==> config.mk <==
export PLATFORM = sky130hd
export DESIGN_NAME = cp0_timer_irq
export DESIGN_NICKNAME = d
export VERILOG_FILES = /design/src/rtl/cp0_timer_irq.sv
export SDC_FILE = /design/constraint.sdc
export NUM_CORES = 1
export LEC_CHECK = 0
export ABC_AREA = 1
export CAP_MARGIN = 5
export CELL_PAD_IN_SITES_DETAIL_PLACEMENT = 0
export CELL_PAD_IN_SITES_GLOBAL_PLACEMENT = 1
export CORE_ASPECT_RATIO = 1.4
export CORE_MARGIN = 1
export CORE_UTILIZATION = 39
export CTS_CLUSTER_SIZE = 20
export DETAILED_ROUTE_END_ITERATION = 7
export DONT_BUFFER_PORTS = 1
export GPL_ROUTABILITY_DRIVEN = 0
export HOLD_SLACK_MARGIN = 0.12
export MAX_ROUTING_LAYER = met4
export PLACE_DENSITY_LB_ADDON = 0.1
export SETUP_SLACK_MARGIN = 0.15
export SLEW_MARGIN = 25
export SYNTH_ARGS = -nofsm -noshare
export SYNTH_HDL_FRONTEND = slang
export SYNTH_SLANG_ARGS = --single-unit
==> constraint.sdc <==
create_clock -name clk -period 1.6 [get_ports clk]
set_input_delay 0.16 -clock clk [delete_from_list [all_inputs] [get_ports clk]]
set_output_delay 0.16 -clock clk [all_outputs]
set_load 0.01 [all_outputs]
==> src/rtl/cp0_timer_irq.sv <==
// CP0 interrupt source: Count/Compare timer with prescaler, plus a two-flop
// synchronizer for the external IRQ lines, merged into the CAUSE IP[15:8] vector.
module cp0_timer_irq #(
    parameter int COUNT_DIV = 2
) (
    input  logic        clk,
    input  logic        reset_n,
    input  logic [6:0]  irq_in,
    input  logic        cp0_we,
    input  logic [4:0]  cp0_waddr,
    input  logic [31:0] cp0_wdata,
    output logic [31:0] countreg,
    output logic [31:0] comparereg,
    output logic        timer_pending,
    output logic [7:0]  interrupts
);

    localparam int            PW      = (COUNT_DIV > 1) ? $clog2(COUNT_DIV) : 1;
    localparam logic [PW-1:0] PS_LAST = PW'(COUNT_DIV - 1);
    localparam logic [PW-1:0] PS_ONE  = PW'(1);

    logic [PW-1:0] prescaler;
    logic [6:0]    irq_s1;
    logic [6:0]    irq_s2;
    logic          tick;
    logic          count_wr;
    logic          compare_wr;
    logic          match;

    assign tick       = (prescaler == PS_LAST);
    assign count_wr   = cp0_we && (cp0_waddr == 5'd9);
    assign compare_wr = cp0_we && (cp0_waddr == 5'd11);
    // Match looks one step ahead so pending rises together with Count reaching Compare.
    assign match      = tick && !count_wr && ((countreg + 32'd1) == comparereg);

    assign interrupts = {timer_pending, irq_s2};

    always_ff @(posedge clk) begin
        if (!reset_n) begin
            countreg      <= 32'd0;
            comparereg    <= 32'hFFFF_FFFF;
            timer_pending <= 1'b0;
            prescaler     <= '0;
            irq_s1        <= 7'd0;
            irq_s2        <= 7'd0;
        end else begin
            irq_s1 <= irq_in;
            irq_s2 <= irq_s1;

            // A Count write restarts the prescaler and swallows any tick this cycle.
            if (count_wr) begin
                countreg  <= cp0_wdata;
                prescaler <= '0;
            end else begin
                prescaler <= tick ? '0 : (prescaler + PS_ONE);
                if (tick)
                    countreg <= countreg + 32'd1;
            end

            // Compare write clears pending even if a match happens in the same cycle.
            if (compare_wr) begin
                comparereg    <= cp0_wdata;
                timer_pending <= 1'b0;
            end else if (match) begin
                timer_pending <= 1'b1;
            end
        end
    end

endmodule

**Word-level counts from Yosys, hierarchy flattened**

Index checks and enable logic that the tools add are counted.

- Register bits after elaboration: 80
- Input port bits: 47
- Output and inout bits: 73

- Bitwise operators: 1
- Add/sub/neg operators: 2
- Equality and inequality tests: 3
- Mux-type cells: 2
- Reductions and logical operators: 8

Operator list:

| cell | count |
|---|---|
| two-way mux 32 bit | 2 |
| adder 32 x 1 -> 32 bit (second input constant) | 1 |
| equality test 32 bit | 1 |
| equality test 5 x 4 -> 1 bit (second input constant) | 2 |
| logical AND 1 bit | 4 |
| OR reduction 3 bit | 1 |
| nonzero test 2 bit | 1 |
| OR reduction 2 bit | 1 |
| adder 1 bit (second input constant) | 1 |
| logical NOT 1 bit | 1 |
| inverter 1 bit | 1 |

**Longest topological paths before layout**

- Word-level depth: 5
- Mapped depth: 15

**Least setup slack after synthesis**

Ideal clock, no wire load.

- Path type: reg2reg
- From: register countreg[0]
- To: register timer_pending
- Stages on the path, launching flop included: 14
- Data arrival time: 1818 ps
- Path slack: -284 ps
- Required time: 1534 ps
- Setup time: 66 ps
- Path through: dfxtp_1 ha_1 nand2_1 nor2_4 nand2_4 nor2_4 nand3_1 nand3_1 nand2_1 nor2_1 nand2_1 nor2_1 nand3_1 a21oi_2

- Longest elaborated chain between the ends: 3

Ends and longest elaborated chain:

| what | line | RTL |
|---|---|---|
| from (decl) | 12 | `output logic [31:0] countreg,` |
| from (signal assigned) | 52 | `countreg <= cp0_wdata;` |
| from (signal assigned) | 57 | `countreg <= countreg + 32'd1;` |
| adder 32 x 1 -> 32 bit | 34 | `assign match = tick && !count_wr && ((countreg + 32'd1) == comparereg);` |
| equality test 32 bit | 34 |  |
| logical AND 1 bit | 34 |  |
| to (signal assigned) | 42 | `timer_pending <= 1'b0;` |
| to (signal assigned) | 63 | `timer_pending <= 1'b0;` |
| to (signal assigned) | 65 | `timer_pending <= 1'b1;` |
| to (decl) | 14 | `output logic timer_pending,` |

Every way passes these cells.
A chain may end at the register's enable or synchronous reset.

**Final worst setup path**

- From: register countreg[1]
- To: register timer_pending

The elaborated chain is that of the path after synthesis.

==> metrics.yaml <==
outcome: "complete, but fails checks"
violations: "negative setup slack"
p_leak_nw: 3.19
antenna_cells: 0
whs_ns: 0.166
finalHoldViolCount: 0
io_pins: 120
max_clock_freq_mhz: 493
cp_top_family: "simple AND/OR/NAND/NOR gates"
finalNonFillerCells: 1073
antenna_found_initial: 0
synth_top_family_by_area: "simple AND/OR/NAND/NOR gates"
synth_compound_area_share_pct: 11.3
yosys.area_share.simple_pct: 41.2
final_cell_mix: "nand2_1, buf_4, inv_1"
initial_core_util_pct: 40.3
relSlewSlack_pct: 74.6
rr_startpoint: "countreg[1]$_SDFFE_PN0P_"
grt_overflow: 0
synth_seq_cells: 80
clk_pin_slew_ns: 0.07
hpwl_um: 12600
worst-path-stages: 13
clock_latency_ns: 0.34
core_sq_mm: 0.0115
synthDistinctLibCells: 32
seq_area_frac_synth_pct: 34.7
holdPathStages: 2
timing.critical_path.cells: "ha_4, nand2_4, nor2_4, nand3b_1, nor2_1, nand2_1, nand3_1, nand2_1, nor2_1, nand2_1, nor2_1, nand3_1, a21oi_2"
nets: 972
setup.worst_path.class: "register to register"
async_flop_share_pct: 0
dp_slack_ns: -0.531
vias: 5484
cts_tree: "done"
final_common_cell: "nand2_1"
final_layout_size_suffix_gt1_share_pct: 25.1
path_buf_inv: 0
clockBufferDepth: 2
grt_max_degree: 37
ant_nets: 0
end_kind: "register"
cp_slowest_stage_delay_ns: 0.37
maxCapViolations: 0
synth_xor_area_share_pct: 2.90
syn_to_final_growth_pct: 50.3
synth_area_sq_mm: 0.00461
rsz0062_at_grt: "true"
grt_pass1_vias: 5166
grt_first_pass_wirelength_um: 25400
cts_root_buf: "clkbuf_16"
cts_sinks: 80
timing.final.ws_setup_ns: -0.429
crit_path_max_fanout: 5
drc: 0
worstMarginPinSlew_ns: 0.380
synth_top_area_share_pct: 34.7
drt_iter0_markers: 230
via_per_inst: 5.11
h-tree-depth: 3
slowest_stage: "dfxtp_4"
min_to: "countreg[19]$_SDFFE_PN0P_"
r2r_end: "timer_pending$_SDFFE_PP0P_"
ir_worst_vdd_mv: 0.499
drt-pass1-iter-count: 6
min_from: "reset_n"
die-height_um: 131
synth-adder-area-share_pct: 0.271
setup_violations: 10
die_w_um: 93.9
p_per_area_mw_per_mm2: 659
portBuffers: 0
startpoint_type: "register"
syn_avg_cell_area_sq_um: 6.23
synth-edff-count: 0
grtUsageTotal_pct: 28.5
yosysWarnings: 0
die-area_sq_mm: 0.0123
rows: 46
numCtsBuffers: 9
r2r_cells: 13
muxShareOfSynthArea_pct: 0
finClkSkew_ns: 0.00840
wire_per_inst_um: 15.7
min_path_type: "input pin to register"
synthCells: 741
rrSetupSlack_ns: -0.43
arrival_ns: 2.30
finalWirelength_um: 16900
synth_area_leaders: "dfxtp_1, nand2_1, nand3_1"
drv_slew: 0
critPathRequiredTime_ns: 1.87
yosysTopAreaCell: "dfxtp_1"
period_minus_slack_ns: 2.03
totalPowerFinal_w: 0.00457
fin_crit_sh_pct: 127
synth_nets: 789
placed_cells: 987
yosys_most_used_dff: "dfxtp_1"
[worst reg2reg max path, delay by kind of cell (launching register included)]
kind	cells	cell delay (ns)
and+or+nand+nor	11	1.33
adders and majority gates	1	0.15
DFF	1	0.37
AOI/OAI and AO/OA	1	0.11
[repair_timing]
item                                    CTS  global route
pin swaps                                14            14
hold buffers                             55             0
buffers inserted                          7             8
hold endpoints to repair                 79             0
gates resized for setup                  46            25
endpoints found under the setup margin   27            32
[how the worst max path moves through the flow]
stage                                         from                    endpoint
after CTS                 countreg[1]$_SDFFE_PN0P_  timer_pending$_SDFFE_PP0P_
after floorplan           countreg[1]$_SDFFE_PN0P_  timer_pending$_SDFFE_PP0P_
after global placement    countreg[1]$_SDFFE_PN0P_  timer_pending$_SDFFE_PP0P_
after global routing      countreg[1]$_SDFFE_PN0P_  timer_pending$_SDFFE_PP0P_
after detailed placement  countreg[1]$_SDFFE_PN0P_  timer_pending$_SDFFE_PP0P_
final                     countreg[1]$_SDFFE_PN0P_  timer_pending$_SDFFE_PP0P_
[power breakdown]
group	internal [W]	total [W]	switching [W]
Sequential	0.00203	0.00206	0.0000347
Clock	0.00122	0.00210	0.000889
Combinational	0.000193	0.000400	0.000207
[metal layers]
metal | vias to the layer above | global-route usage, % | wire length (um)
met5 | - | - | 0
met4 | 0 | 12.9 | 582
met3 | 39 | 6.13 | 888
met2 | 164 | 51.7 | 8940
met1 | 2545 | 29.2 | 6460
li1 | 2736 | - | -
[sequential cells by signal, summed over array words and instances, names as in the netlist]
register,cells
comparereg,32
countreg,32
irq_s1,7
irq_s2,7
prescaler,1
timer_pending,1
[synth_stat cells (2+ instances only)]
master    count
nor2_1       68
clkbuf_1     20
inv_1        91
o21ai_0      32
nand3b_1      2
nand3_1      91
xor2_1        4
nor2_2        3
xnor3_1       4
nand4_1       4
nand2_4       2
a21oi_1      25
a31oi_1      24
nor2_4        7
dfxtp_1      80
buf_1         2
nand2_1     257
nand2_2       5
inv_2         3
o21bai_1      2
a221oi_1      4
[logic make-up after synthesis]
| family | count (synthesis) |
|---|---|
| AOI/OAI and AO/OA | 92 |
| xor gates and xnor gates | 9 |
| adders and majority gates | 1 |
| buffers and inverters | 117 |
| DFF | 80 |
| and+or+nand+nor | 442 |
[per-stage QoR]
stage | area, sq um | utilization (%) | TNS [ns]
floorplan | 4650 | - | -0.121
global placement | 5710 | 49.9 | -0.891
detailed placement | 5710 | 49.9 | -1.30
CTS | 6780 | 59.2 | -1.20
global route | 6930 | 60.5 | -2.80
finish | 6930 | 60.5 | -1.42
[final cells by class]
class | instances | area, sq um
clock inverters | 6 | 67.6
clock buffers | 10 | 229
well taps | 144 | 180
fillers | 1127 | 4520
multi-input cells | 544 | 2800
repair buffers | 195 | 1680
inverters | 94 | 362
flip-flops and latches | 80 | 1620
Note: power is estimated with default switching activity, not from simulation.
